File: src/rtl/sram_bus_arbiter_pkg.sv
// Shared definitions for the sram-like bus arbiter: requester ids,
// FIFO sizing limits and the request lock states.
package sram_bus_arbiter_pkg;

  // Requester ids, also stored as FIFO entries
  localparam logic SRC_INST = 1'b0;
  localparam logic SRC_DATA = 1'b1;

  // Largest supported number of outstanding transactions and derived widths
  localparam int MAX_DEPTH = 4;
  localparam int PTR_W     = 2;
  localparam int CNT_W     = 3;

  typedef enum logic [1:0] {
    IDLE      = 2'd0,
    LOCK_INST = 2'd1,
    LOCK_DATA = 2'd2
  } lock_state_t;

  // Advance a FIFO pointer, wrapping at the configured depth
  function automatic logic [PTR_W-1:0] ptr_inc(input logic [PTR_W-1:0] ptr, input int depth);
    logic [PTR_W-1:0] res;
    if (int'(ptr) == depth - 1) res = '0;
    else                        res = ptr + PTR_W'(1);
    return res;
  endfunction

endpackage

File: src/rtl/sram_bus_arbiter_owner_fifo.sv
// Small FIFO of 1-bit owner ids, one entry per accepted-but-unanswered
// bus transaction. Head is read combinationally so a response can be
// routed in the same cycle it arrives.
module sram_bus_arbiter_owner_fifo
  import sram_bus_arbiter_pkg::*;
#(
  parameter int DEPTH = 2
) (
  input  logic             clk,
  input  logic             reset,
  input  logic             push,
  input  logic             push_id,
  input  logic             pop,
  output logic             head_id,
  output logic [CNT_W-1:0] count,
  output logic             empty,
  output logic             full
);

  logic [PTR_W-1:0]     wr_ptr_reg, wr_ptr_next;
  logic [PTR_W-1:0]     rd_ptr_reg, rd_ptr_next;
  logic [CNT_W-1:0]     count_reg, count_next;
  logic [MAX_DEPTH-1:0] mem_reg;
  logic [MAX_DEPTH-1:0] wr_en;

  // Per-entry write enables; entries beyond DEPTH are never written
  generate
    for (genvar gi = 0; gi < MAX_DEPTH; gi++) begin : g_wr_en
      if (gi < DEPTH) begin : g_used
        assign wr_en[gi] = push && (wr_ptr_reg == PTR_W'(gi));
      end else begin : g_unused
        assign wr_en[gi] = 1'b0;
      end
    end
  endgenerate

  // Owner storage, no reset needed since entries are only read when valid
  always_ff @(posedge clk) begin
    for (int i = 0; i < MAX_DEPTH; i++) begin
      if (wr_en[i]) mem_reg[i] <= push_id;
    end
  end

  // Pointer and occupancy next-state; push+pop leaves the count unchanged
  always_comb begin
    wr_ptr_next = wr_ptr_reg;
    rd_ptr_next = rd_ptr_reg;
    count_next  = count_reg;
    if (push) wr_ptr_next = ptr_inc(wr_ptr_reg, DEPTH);
    if (pop)  rd_ptr_next = ptr_inc(rd_ptr_reg, DEPTH);
    if (push && !pop)      count_next = count_reg + CNT_W'(1);
    else if (!push && pop) count_next = count_reg - CNT_W'(1);
  end

  // Pointer and occupancy registers
  always_ff @(posedge clk or posedge reset) begin
    if (reset) begin
      wr_ptr_reg <= '0;
      rd_ptr_reg <= '0;
      count_reg  <= '0;
    end else begin
      wr_ptr_reg <= wr_ptr_next;
      rd_ptr_reg <= rd_ptr_next;
      count_reg  <= count_next;
    end
  end

  assign head_id = mem_reg[rd_ptr_reg];
  assign count   = count_reg;
  assign empty   = (count_reg == '0);
  assign full    = (count_reg == CNT_W'(DEPTH));

endmodule

File: src/rtl/sram_bus_arbiter.sv
// Shares one sram-like downstream port between the inst and data
// requesters. A requester that is not accepted immediately keeps the
// bus locked until addr_ok; responses are routed back in issue order
// using the owner FIFO.
module sram_bus_arbiter
  import sram_bus_arbiter_pkg::*;
#(
  parameter int OUTSTANDING = 2,
  parameter int DATA_PRIO   = 1
) (
  input  logic             clk,
  input  logic             reset,
  input  logic             inst_sram_req,
  input  logic [1:0]       inst_sram_size,
  input  logic [31:0]      inst_sram_addr,
  output logic             inst_sram_addr_ok,
  output logic             inst_sram_data_ok,
  output logic [31:0]      inst_sram_rdata,
  input  logic             data_sram_req,
  input  logic             data_sram_wr,
  input  logic [1:0]       data_sram_size,
  input  logic [3:0]       data_sram_wstrb,
  input  logic [31:0]      data_sram_addr,
  input  logic [31:0]      data_sram_wdata,
  output logic             data_sram_addr_ok,
  output logic             data_sram_data_ok,
  output logic [31:0]      data_sram_rdata,
  output logic             bus_req,
  output logic             bus_wr,
  output logic [1:0]       bus_size,
  output logic [3:0]       bus_wstrb,
  output logic [31:0]      bus_addr,
  output logic [31:0]      bus_wdata,
  input  logic             bus_addr_ok,
  input  logic             bus_data_ok,
  input  logic [31:0]      bus_rdata,
  output logic [CNT_W-1:0] outstanding_cnt,
  output logic             proto_err
);

  lock_state_t      lock_reg, lock_next;
  logic             rr_reg, rr_next;
  logic             proto_err_reg;
  logic             grant_owner;
  logic             bus_req_c;
  logic             push, pop;
  logic             head_id;
  logic             fifo_empty, fifo_full;
  logic [CNT_W-1:0] fifo_count;

  // Arbitration and lock next-state; a full FIFO blocks any new issue
  always_comb begin
    grant_owner = SRC_INST;
    bus_req_c   = 1'b0;
    lock_next   = lock_reg;
    unique case (lock_reg)
      IDLE: begin
        if (!fifo_full && (inst_sram_req || data_sram_req)) begin
          bus_req_c = 1'b1;
          if (inst_sram_req && data_sram_req)
            grant_owner = (DATA_PRIO != 0) ? SRC_DATA : ~rr_reg;
          else
            grant_owner = data_sram_req ? SRC_DATA : SRC_INST;
          if (!bus_addr_ok)
            lock_next = (grant_owner == SRC_DATA) ? LOCK_DATA : LOCK_INST;
        end
      end
      LOCK_INST: begin
        grant_owner = SRC_INST;
        bus_req_c   = !fifo_full;
        if (bus_req_c && bus_addr_ok) lock_next = IDLE;
      end
      LOCK_DATA: begin
        grant_owner = SRC_DATA;
        bus_req_c   = !fifo_full;
        if (bus_req_c && bus_addr_ok) lock_next = IDLE;
      end
      default: lock_next = IDLE;
    endcase
    if (reset) bus_req_c = 1'b0;
  end

  assign push    = bus_req_c && bus_addr_ok;
  assign pop     = bus_data_ok && !fifo_empty && !reset;
  assign rr_next = push ? grant_owner : rr_reg;

  // Lock state and round-robin memory of the last accepted requester
  always_ff @(posedge clk or posedge reset) begin
    if (reset) begin
      lock_reg <= IDLE;
      rr_reg   <= SRC_INST;
    end else begin
      lock_reg <= lock_next;
      rr_reg   <= rr_next;
    end
  end

  // Sticky flag for a response arriving with nothing outstanding
  always_ff @(posedge clk or posedge reset) begin
    if (reset)                          proto_err_reg <= 1'b0;
    else if (bus_data_ok && fifo_empty) proto_err_reg <= 1'b1;
  end

  sram_bus_arbiter_owner_fifo #(
    .DEPTH(OUTSTANDING)
  ) u_owner_fifo (
    .clk     (clk),
    .reset   (reset),
    .push    (push),
    .push_id (grant_owner),
    .pop     (pop),
    .head_id (head_id),
    .count   (fifo_count),
    .empty   (fifo_empty),
    .full    (fifo_full)
  );

  // Downstream request mux; inst fetches are always plain reads
  assign bus_req   = bus_req_c;
  assign bus_wr    = (grant_owner == SRC_DATA) ? data_sram_wr    : 1'b0;
  assign bus_size  = (grant_owner == SRC_DATA) ? data_sram_size  : inst_sram_size;
  assign bus_wstrb = (grant_owner == SRC_DATA) ? data_sram_wstrb : 4'b0000;
  assign bus_addr  = (grant_owner == SRC_DATA) ? data_sram_addr  : inst_sram_addr;
  assign bus_wdata = (grant_owner == SRC_DATA) ? data_sram_wdata : 32'h0;

  assign inst_sram_addr_ok = push && (grant_owner == SRC_INST);
  assign data_sram_addr_ok = push && (grant_owner == SRC_DATA);

  // Response demux to the owner at the FIFO head
  assign inst_sram_data_ok = pop && (head_id == SRC_INST);
  assign data_sram_data_ok = pop && (head_id == SRC_DATA);
  assign inst_sram_rdata   = inst_sram_data_ok ? bus_rdata : 32'h0;
  assign data_sram_rdata   = data_sram_data_ok ? bus_rdata : 32'h0;

  assign outstanding_cnt = fifo_count;
  assign proto_err       = proto_err_reg;

  // A locked requester must keep its request up until accepted
  a_inst_hold: assert property (@(posedge clk) disable iff (reset)
                                (lock_reg == LOCK_INST) |-> inst_sram_req);
  a_data_hold: assert property (@(posedge clk) disable iff (reset)
                                (lock_reg == LOCK_DATA) |-> data_sram_req);

endmodule
File: config.mk
export PLATFORM = sky130hd
export DESIGN_NAME = sram_bus_arbiter
export DESIGN_NICKNAME = d
export VERILOG_FILES = /design/src/rtl/sram_bus_arbiter_pkg.sv /design/src/rtl/sram_bus_arbiter_owner_fifo.sv /design/src/rtl/sram_bus_arbiter.sv
export SDC_FILE = /design/constraint.sdc
export NUM_CORES = 1
export LEC_CHECK = 0
export CAP_MARGIN = 10
export CORE_AREA = 2 2 110 112
export CTS_CLUSTER_DIAMETER = 120
export CTS_CLUSTER_SIZE = 30
export DETAILED_ROUTE_END_ITERATION = 10
export DIE_AREA = 0 0 112 114
export PLACE_DENSITY = 0.66
export SLEW_MARGIN = 15
export SYNTH_ARGS = -nofsm -noshare
export SYNTH_HDL_FRONTEND = slang
export SYNTH_SLANG_ARGS = --single-unit
File: constraint.sdc
create_clock -name clk -period 4.3 [get_ports clk]
set_clock_uncertainty 0.2 [all_clocks]
set_input_delay 1.29 -clock clk [delete_from_list [all_inputs] [get_ports clk]]
set_output_delay 1.29 -clock clk [all_outputs]
set_load 0.01 [all_outputs]
---- Word-level counts from Yosys, hierarchy flattened ----
Cells that the tools add are included.
storage, ports and cells
  bits in registers ....................... 12
  output and inout port bits .............. 144
operators by class
  add/sub/neg operators ................... 4
  order comparisons ....................... 1
  equality and inequality tests ........... 9
  multiplexer cells ....................... 27
  bitwise gates (word level) .............. 2
  reductions and logical operators ........ 27
operators by type and width
  operator               count
  $mux W32               4
  $logic_and A1 B1 Y1    15
  $mux W2                7
  $mux W1                9
  $eq A2 B2 Y1 const B   3
  $mux W3                2
  $logic_not A1 Y1       5
  $add A2 B1 Y2 const B  2
  $eq A2 B1 Y1 const B   2
  $logic_not A2 Y1       2
  $mux W4                1
  $ne A2 B2 Y1 const B   2
  $pmux W1 S2            2
  $pmux W2 S2            1
  $add A3 B1 Y3 const B  1
  $eq A3 B2 Y1 const B   1
  $logic_not A3 Y1       1
  $lt A2 B3 Y1 const B   1
  $reduce_and A3 Y1      1
  $sub A3 B1 Y3 const B  1
  $bmux W1 S2            1
  $ne A2 B1 Y1 const B   1
  $not A1 Y1             2
  $reduce_bool A2 Y1     1
  other kinds (2)        2

---- Depth between registers and ports, before layout ----
Gate-level depths: netlist (run 1).
  word-level depth ........................ 11
  mapped depth ............................ 11
  gate-level depth less buffers ........... 11

---- Modules after synthesis ----
A second synthesis (run 1) with hierarchy kept.
unflattened totals
  cells, all modules ...................... 213
  area, all modules ....................... 1806.7 um2
modules (own cells, without submodules)
  module                       times used  cells each  area each (um2)  seq. area each (um2)
  sram_bus_arbiter             1           184         1411.4           75.1
  sram_bus_arbiter_owner_fifo  1           29          395.4            235.2

---- Worst setup path before layout (run 1) ----
Ideal clock, no wire load.
  kind .................................... input-to-output
  from .................................... input reset
  to ...................................... output data_sram_rdata[0]
  arrival time ............................ 2.241 ns
  slack ................................... 0.569 ns
  stages on the path ...................... 4
  cell sequence ........................... nor3b_1 > clkbuf_1 > clkbuf_1 > and3_1
between the ends
  word-level cells in the longest chain between the ends .. 4
RTL lines
  item                        RTL line                 source
  from (decl)                 sram_bus_arbiter.sv:12   input logic reset,
  $logic_not A1 Y1 (no line)  --
  $logic_and A1 B1 Y1         sram_bus_arbiter.sv:84   assign pop = bus_data_ok && !fifo_empty && !reset;
  $logic_and A1 B1 Y1         sram_bus_arbiter.sv:131  assign data_sram_data_ok = pop && (head_id == SRC_DATA);
  $mux W32                    sram_bus_arbiter.sv:133  assign data_sram_rdata = data_sram_data_ok ? bus_rdata : 32'h0;
  to (decl)                   sram_bus_arbiter.sv:27   output logic [31:0] data_sram_rdata,
No other way between the ends.

---- Worst setup path in the final report (run 1) ----
  from .................................... input data_sram_req
  to ...................................... output bus_addr[25]
between the ends
  word-level cells in the longest chain between the ends .. 7
RTL lines
  item                                                   RTL line                                        source
  from (decl)                                            sram_bus_arbiter.sv:19                          input logic data_sram_req,
  $mux W1 / $logic_and A1 B1 Y1 (equally long branches)  sram_bus_arbiter.sv:63, sram_bus_arbiter.sv:60
  $mux W1                                                sram_bus_arbiter.sv:60                          if (inst_sram_req && data_sram_req)
  $mux W1                                                sram_bus_arbiter.sv:58                          if (!fifo_full && (inst_sram_req || data_sram_req)) begin
  $mux W1                                                sram_bus_arbiter.sv:56                          unique case (lock_reg)
  $mux W1 *                                              sram_bus_arbiter.sv:58
  $pmux W1 S2 *                                          sram_bus_arbiter.sv:56
  $mux W32 *                                             sram_bus_arbiter.sv:123                         assign bus_addr = (grant_owner == SRC_DATA) ? data_sram_addr : inst_sram_addr;
  to (decl)                                              sram_bus_arbiter.sv:32                          output logic [31:0] bus_addr,
Every way passes the cells marked *; elsewhere a longest branch is shown, timed or not. The select of a mux whose other input is x is not followed.

==> results summary, run 1 <==
The sequential-to-total area share from yosys stat came out at between 10% and 20%. The max-slew violation count is 0. The register with the most flip-flops in the layout has 3 of them.

The x dimension of the die came out at between 100 and 150 um. The sequential group share of total power came out at under 10%. The kind of cell with the highest combined delay along the critical path is buffers and inverters.

In this run the number of H-tree levels came out at 1. The total via count after detailed routing came out at around 2,800. Counting both buffers and inverters, the worst setup path holds a total of 3. The standard-cell row count is 40. The number of endpoints with negative hold slack in the final report came out at 0. The overall track demand over capacity in global routing came out at between 10% and 20%. The detailed-router iteration count before antenna repair came out at 4. Buffers placed on the I/O ports in this run total approximately 290. The post-synthesis average cell area is around 8.5 sq um. The height of the chip came out at ~110 um. The initial antenna violation count is 0. The worst hold path terminates at proto_err. The number of failing setup endpoints in the final timing report came out at 0.

In this run the critical register-to-register path is captured at u_owner_fifo.count[2]. Counting instances, the worst hold path has a depth of 1. The critical path class is in -> out. The layout net count came out at around 670. The shortest period the worst path allows came out at approximately 4.3 ns. The residual antenna-violating net count after detailed routing is 0. After detailed routing, the average wire length per cell comes to 16.1 um.

The setup TNS came out at 0 ns. TritonCTS built the clock tree. The power per standard cell area came out at between 500 and 600 nW/um^2. The worst-case vdd ir drop is about 0.32 mV. Counting the buffers created by CTS gives 3. The vias per cell came out at ~4.2. The number of warnings printed during yosys synthesis came out at 0. The most critical setup path has its startpoint at data_sram_req. The number of clock sinks seen by CTS came out at 12.

Data arrives at the worst endpoint at 2.78 ns. The effective utilization at floorplan came out at roughly 16%. For this design the total switching power over the nets is 0.000973 W. Compared with the post-synthesis result, the final layout area differs by 172%. The final estimated routing congestion in global placement came out at slightly below 0.8. The reported leakage power is around 2.8 nW. For this block, the routed nets add up to 10,700 um of wire. The flow ran to the end, and the final reports show no timing, DRC or antenna violations.

In this run, post-CTS hold repair placed 0 buffers. The setup slack of the most critical reg-to-reg path is approximately 1.5 ns. The number of DRC markers in iteration 0 is around 150.

For the pin with the worst max-slew slack, the measured transition is slightly above 0.5 ns. The area of the core region came out at 11,700 sq um. The cell area after synthesis is around 1900 sq um. The signal on the critical path passes through dlygate4sd2_1 > a31o_4 > buf_12 > mux2_4 > clkdlybuf4s50_1.

The pin count of the biggest net entering global routing came out at 34. The switching power as a share of total power is 37.8%. The relative slew slack is about 66%. The floorplan step defined a die boundary enclosing ~13,000 sq um. The power after layout is around 0.0026 W. The startpoint kind of the worst setup timing path is a primary input. The first-pass GRT wire length came out at around 15,000 um. The number of distinct library cells after synthesis is 34.

Synthesis produced a netlist whose cell count is between 200 and 250. The type of the most critical hold path is reg -> reg. The worst hold path begins at proto_err. The DRC violations left is 0. Setup repair after global routing could not meet its margin everywhere. The number of nets produced by synthesis is ~370. Combinational logic burns between 80% and 90% of the power. Cell internal power was estimated by the tool at about 0.0016 W. The origin of the critical flop-to-flop path is u_owner_fifo.count[0]. STA classifies the critical path endpoint as a primary output. The portion of the clock cycle consumed by the worst path in the final layout is roughly 99%. The clock root buffer is sky130_fd_sc_hd__clkbuf_16.

The required time reported for the critical path endpoint is approximately 2.8 ns. The largest fanout on the critical path is 7. On the critical path, the stage with the largest delay is an instance of sky130_fd_sc_hd__clkdlybuf4s50_1.

The delay of the slowest critical-path stage is between 0.4 and 0.5 ns. The clock latency on the worst-skew pair is 0.24 ns. Pin placement for this block handled roughly 290 I/O pins. The total overflow reported by the global router is 0. The worst reg-to-reg path cell count is 12. The synthesized flop and latch total came out at 12. The power share of the clock group is under 10%. The maximum number of buffers from clock root to sink came out at 2. The max-cap violation count came out at 0.

Derived from the worst setup path, the maximum achievable clock frequency is roughly 230 MHz. The HPWL reported at the end of detailed placement is 8340 um. The fraction of final layout cells with drive strength greater than 1 came out at between 20% and 30%. The clock-pin slew on the worst setup and hold paths came out at 0.04 ns. The via count of the first global-routing pass came out at between 2,000 and 3,000.
## timing repair
item                                    CTS  global route
gates cloned                              5             2
pin swaps                                 2             1
buffers inserted                          3             5
endpoints found under the setup margin  139            70
resized for setup                       130            83
## cell usage after synthesis (all sizes together)
library cell / n / area share (%)
xor2: 2 / 0.94
ha: 4 / 2.7
nor3b: 2 / 0.80
a21boi: 1 / 0.40
a31o: 1 / 0.47
a21o: 1 / 0.40
o2111ai: 1 / 0.47
inv: 8 / 1.6
nor2: 8 / 1.6
clkbuf: 17 / 3.4
o211a: 1 / 0.53
edfxtp: 2 / 3.2
mux2: 35 / 25
nor3: 4 / 1.1
and3: 64 / 21
or3: 1 / 0.33
o221ai: 2 / 0.94
or4: 1 / 0.40
nand3b: 1 / 0.40
o21ai: 1 / 0.27
o311ai: 1 / 0.47
and2: 37 / 12
o21a: 2 / 0.80
or2: 1 / 0.33
mux2i: 1 / 0.53
buf: 4 / 2.1
or3b: 1 / 0.47
fa: 1 / 1.1
xnor2: 3 / 1.4
dfrtp: 10 / 13
nor2b: 1 / 0.33
nand2: 2 / 0.40
## layout make-up
type / instances / area, sq um
Clock inverter: 1 / 3.75
Multi-Input combinational cell: 180 / 1460
Inverter: 8 / 30.0
Timing Repair Buffer: 313 / 3040
Clock buffer: 3 / 75.1
Fill cell: 1172 / 6610
Antenna cell: 1 / 2.50
Sequential cell: 12 / 310
Tap cell: 147 / 184
## power by group through the flow
stage	clock network (W)	logic [W]	registers [W]
3_3_place_gp	0	0.00197	0.000207
6_report	0.000173	0.00219	0.000208
3_5_place_dp	0	0.00200	0.000211
4_1_cts	0.000174	0.00221	0.000209
2_1_floorplan	0	0.00100	0.000207
5_1_grt	0.000179	0.00234	0.000216
## how the worst max path moves through the flow
stage,depth (start not counted),slack (ns),end
2_1_floorplan,4,0.57,data_sram_rdata[0]
3_3_place_gp,5,-0.30,bus_size[0]
3_5_place_dp,5,-0.31,bus_addr[0]
4_1_cts,7,0.001,bus_addr[22]
5_1_grt,5,-0.03,bus_wdata[13]
6_report,5,0.03,bus_addr[25]
## routing by layer
metal	wire length [um]	track usage, %	up-vias
met5	0	0	-
met4	148	2.85	0
met3	1020	5.10	15
met2	5440	27.4	155
met1	4120	16.3	1265
li1	-	-	1373
## per-stage QoR
stage / cell area, sq um / utilization [%] / cells / hold slack [ns] / setup WS [ns]
after floorplan: 1870 / - / 221 / 0.269 / 0.569
after global placement: 4940 / 42.1 / 645 / 0.242 / -0.297
after detailed placement: 4940 / 42.1 / 645 / 0.267 / -0.306
after CTS: 5130 / 43.8 / 657 / 0.276 / 0.000969
after global routing: 5100 / 43.5 / 664 / 0.305 / -0.0301
final: 5100 / 43.5 / 665 / 0.270 / 0.0341
## cell usage in the layout (no fill, tap or decap), types with 3 or more instances in the layout
master	instances
sky130_fd_sc_hd__dlymetal6s2s_1	14
sky130_fd_sc_hd__dfrtp_1	10
sky130_fd_sc_hd__clkdlybuf4s15_1	4
sky130_fd_sc_hd__buf_4	14
sky130_fd_sc_hd__ha_1	4
sky130_fd_sc_hd__buf_2	5
sky130_fd_sc_hd__clkbuf_2	33
sky130_fd_sc_hd__inv_1	8
sky130_fd_sc_hd__and2_1	37
sky130_fd_sc_hd__bufbuf_16	3
sky130_fd_sc_hd__mux2_2	15
sky130_fd_sc_hd__nor2_1	8
sky130_fd_sc_hd__mux2_4	20
sky130_fd_sc_hd__buf_12	3
sky130_fd_sc_hd__clkdlybuf4s50_1	168
sky130_fd_sc_hd__xnor2_1	3
sky130_fd_sc_hd__dlygate4sd2_1	62
sky130_fd_sc_hd__nor3_1	4
sky130_fd_sc_hd__clkbuf_16	5
sky130_fd_sc_hd__and3_1	64
## logic make-up (layout without fill, tap and decap cells)
logic type | Yosys count | in the layout | synth area share [%]
buf+inv | 29 | 325 | 7.09
xor+xnor | 5 | 5 | 2.34
fa+ha+maj | 5 | 5 | 3.74
flops | 12 | 12 | 16.6
mux | 36 | 36 | 25.6
compound gates | 11 | 11 | 4.75
simple gates | 123 | 123 | 39.9
other cells | 0 | 1 | 0
No activity file was read; power rests on OpenSTA's default activity.
==> run 2, diff against run 1 <==
--- a/config.mk
+++ b/config.mk
@@ -11,7 +11,7 @@
 export CTS_CLUSTER_SIZE = 30
 export DETAILED_ROUTE_END_ITERATION = 10
 export DIE_AREA = 0 0 112 114
-export PLACE_DENSITY = 0.66
+export PLACE_DENSITY_LB_ADDON = 0.15
 export SLEW_MARGIN = 15
 export SYNTH_ARGS = -nofsm -noshare
 export SYNTH_HDL_FRONTEND = slang
==> run 2 against run 1 <==
- die area is the same
- routed wire length grew 1.6%
- register-to-register slack worse by 0.12 ns
- utilization down 0.45 points
- via count down 2.4%
- maximum frequency decreased by 0.62%
- count of clock-buffer cells in the layout up 1
- largest power group unchanged
==> results summary, run 2 (same netlist as run 1, synthesis figures left out) <==
The switching power as a share of total power was 38.5% (+0.74 points). The relative slew slack was 66.0% (-0.50 points). The most frequent standard cell in the layout excluding fill and tap cells is sky130_fd_sc_hd__clkdlybuf4s50_1.

The endpoint arrival time on the critical path was 2.80 ns (+0.02 ns). The total via count after detailed routing came out at 2,741 (-2.4%). The largest fanout on the critical path is 33 (+26). The min-delay analysis places its worst path in the category reg -> reg. The synthesis-to-finish area growth came out at 170%. For this design, the slowest cell found on the critical path is sky130_fd_sc_hd__clkdlybuf4s50_1. The total overflow reported by the global router is 0 (unchanged). The number of antenna repair diodes was 0 (-1). The origin of the critical flop-to-flop path is u_owner_fifo.count[0]. The total wire length after detailed routing came to 10,900 um (+1.6%). The initial antenna violation count is 0 (unchanged). The top-level I/O count is 287 (unchanged).

The worst-case vdd ir drop came to 0.294 mV (-6.6%). The number of clock sinks seen by CTS came to 12 (unchanged). The delay of the slowest critical-path stage is 0.48 ns (about the same). The reported leakage power is 2.79 nW (+1.3%). The endpoint identified for the worst register-to-register timing path is u_owner_fifo.count[2]. The residual antenna-violating net count after detailed routing came to 0 (unchanged).

The area of the core region came out at 11,700 sq um (unchanged). The switching power total came to 0.000971 W (-0.16%). The setup slack of the most critical reg-to-reg path came to 1.39 ns (-0.12 ns). The cell-internal power is 0.00155 W (-3.2%). The top cell types in the final layout, fill and taps aside, are sky130_fd_sc_hd__clkdlybuf4s50_1 (181), sky130_fd_sc_hd__and3_1 (64), sky130_fd_sc_hd__dlygate4sd2_1 (47). STA classifies the critical path endpoint as a primary output. The H-tree depth reported by CTS is 1 (unchanged). The number of failing setup endpoints in the final timing report came out at 0 (unchanged). The clock-pin slew on the worst setup and hold paths is 0.04 ns (about the same).

TritonCTS built the clock tree. The buffering stage count on the worst path with inverters included came out at 6 (+3). The share of total power in combinational logic is 85.0% (-0.2 points). The signal on the critical path passes through clkdlybuf4s50_1 > nor3b_4 > buf_4 > buf_4 > buf_12 > inv_1 > nor2_1 > clkdlybuf4s15_1. The x dimension of the die came out at 112 um (unchanged). The power share of the clock group was 6.7% (about the same). The vias per cell came out at 4.15 (-1.6%). The hold-critical path depth is 1 (unchanged).

The count of port buffers added during placement is 286 (unchanged). The pin count of the biggest net entering global routing is 34 (unchanged). The worst reg-to-reg path cell count is 13 (+1). Counting stages on the worst path, the most repeated cell is sky130_fd_sc_hd__buf_4. The flip-flop count of the largest register, all copies and words added is 3 (unchanged).

The layout net count came out at 662 (-0.60%). The setup TNS came out at 0 ns (unchanged). The die outline area came out at 12,800 sq um (unchanged). The first-pass GRT wire length came out at 15,200 um (+0.23%).

The HPWL reported at the end of detailed placement came to 8660 um (+3.8%). The end point of the worst hold path is proto_err. Setup repair after global routing could not meet its margin everywhere. The sequential group share of total power came to 8.3% (+0.2 points). The portion of the clock cycle consumed by the worst path in the final layout came out at 99.8% (+0.62 points).

The shortest period the worst path allows is 4.29 ns (+0.0266 ns). The final estimated routing congestion in global placement is 0.783 (+1.7%). The standard-cell row count came out at 40 (unchanged). The worst setup path is of the in -> out kind. The clock latency on the worst-skew pair came out at 0.24 ns (about the same). The maximum number of buffers from clock root to sink is 2 (unchanged). The worst slack on hold paths is 0.259 ns (-0.0111 ns). The DRC violations left came to 0 (unchanged). The number of endpoints with negative hold slack in the final report is 0 (unchanged). The power per standard cell area is 500 nW/um^2 (-1.1%). The max-cap violation count is 0 (unchanged). In this run the most critical hold path is launched from proto_err. The root buffer cell chosen for the clock tree is sky130_fd_sc_hd__clkbuf_16. The detailed-router iteration count before antenna repair came to 4 (unchanged). The max-slew violation count came to 0 (unchanged). The via count of the first global-routing pass came out at 2,673 (-6.6%).

The family with the most delay on the worst path is buffers and inverters. The flow ran to the end, and the final reports show no timing, DRC or antenna violations. The startpoint kind of the worst setup timing path is a primary input. The number of DRC markers in iteration 0 came out at 136 (-11%). The number of buffers created by CTS was 3 (unchanged).

The height of the chip came out at 114 um (unchanged). The overall track demand over capacity in global routing was 15.0% (+0.31 points). The fraction of final layout cells with drive strength greater than 1 came to 19.5% (-1.2 points). The effective utilization at floorplan came out at 16.0% (unchanged). The required time reported for the critical path endpoint came out at 2.81 ns (about the same).

The average detailed-routed wire length per instance is 16.5 um (+2.3%). The transition time of the tightest slew-check pin came out at 0.510 ns (+0.00750 ns). The peak clock frequency supported by timing was 233 MHz (-0.62%).
[run 2: cell types whose count changed in the layout (fill, tap and decap cells not counted), moves of 2 or more]
cell	before	now
sky130_fd_sc_hd__buf_2	5	1
sky130_fd_sc_hd__buf_8	2	0
sky130_fd_sc_hd__dlygate4sd2_1	62	47
sky130_fd_sc_hd__dlymetal6s2s_1	14	21
sky130_fd_sc_hd__clkdlybuf4s50_1	168	181
sky130_fd_sc_hd__bufbuf_16	3	1
[run 2: worst max path at each step]
stage,endpoint,slack (ns),start,cells after the start
CTS,data_sram_rdata[9],-0.18,bus_data_ok,6
global route,inst_sram_data_ok,-0.06,bus_data_ok,8
detailed placement,bus_addr[0],-0.29,data_sram_req,5
floorplan,data_sram_rdata[0],0.57,reset,4
global placement,bus_addr[7],-0.27,data_sram_req,5
finish,inst_sram_data_ok,0.007,bus_data_ok,8
[run 2: layout make-up]
| cell class | count | area (sq um) |
|---|---|---|
| Sequential cell | 12 | 310 |
| Clock buffer | 4 | 78.8 |
| Fill cell | 1178 | 6660 |
| Inverter | 8 | 30.0 |
| Multi-Input combinational cell | 180 | 1460 |
| Timing Repair Buffer | 309 | 2990 |
| Tap cell | 147 | 184 |
[run 2: power by group through the flow]
stage	logic [W]	registers (W)	clock network [W]
after floorplan	0.00100	0.000207	0
after global placement	0.00203	0.000207	0
after detailed placement	0.00203	0.000211	0
after CTS	0.00212	0.000210	0.000173
after global routing	0.00229	0.000218	0.000178
final	0.00214	0.000208	0.000169
[run 2: metrics by stage]
| step | power [W] | cells | instance area, sq um | util (%) | setup slack [ns] |
|---|---|---|---|---|---|
| floorplan | 0.00121 | 221 | 1870 | - | 0.569 |
| global placement | 0.00223 | 644 | 4940 | 42.2 | -0.267 |
| detailed placement | 0.00225 | 644 | 4940 | 42.2 | -0.287 |
| CTS | 0.00250 | 655 | 5050 | 43.1 | -0.180 |
| global route | 0.00269 | 660 | 5050 | 43.1 | -0.0576 |
| finish | 0.00252 | 660 | 5050 | 43.1 | 0.00747 |
[run 2: routing by layer]
metal	vias up	wire (um)	GRT usage [%]
li1	1357	-	-
met1	1232	4450	18.2
met2	143	5450	27.1
met3	9	888	3.88
met4	0	108	2.93
met5	-	0	0
[run 2: what timing repair did]
action	CTS	global route
gates cloned	3	1
hold buffers	0	0
endpoints found under the hold margin	0	0
pin swaps	1	1
setup buffers	4	4
endpoints found under the setup margin	139	36
gates resized for setup	95	92
[run 2: worst register-to-register path, delay by kind of cell (launching register included)]
family | cells | cell delay [ns]
xor gates and xnor gates | 2 | 0.32
adders and majority gates | 2 | 0.55
buffers and inverters | 6 | 0.70
DFF | 1 | 0.46
and+or+nand+nor | 3 | 0.59
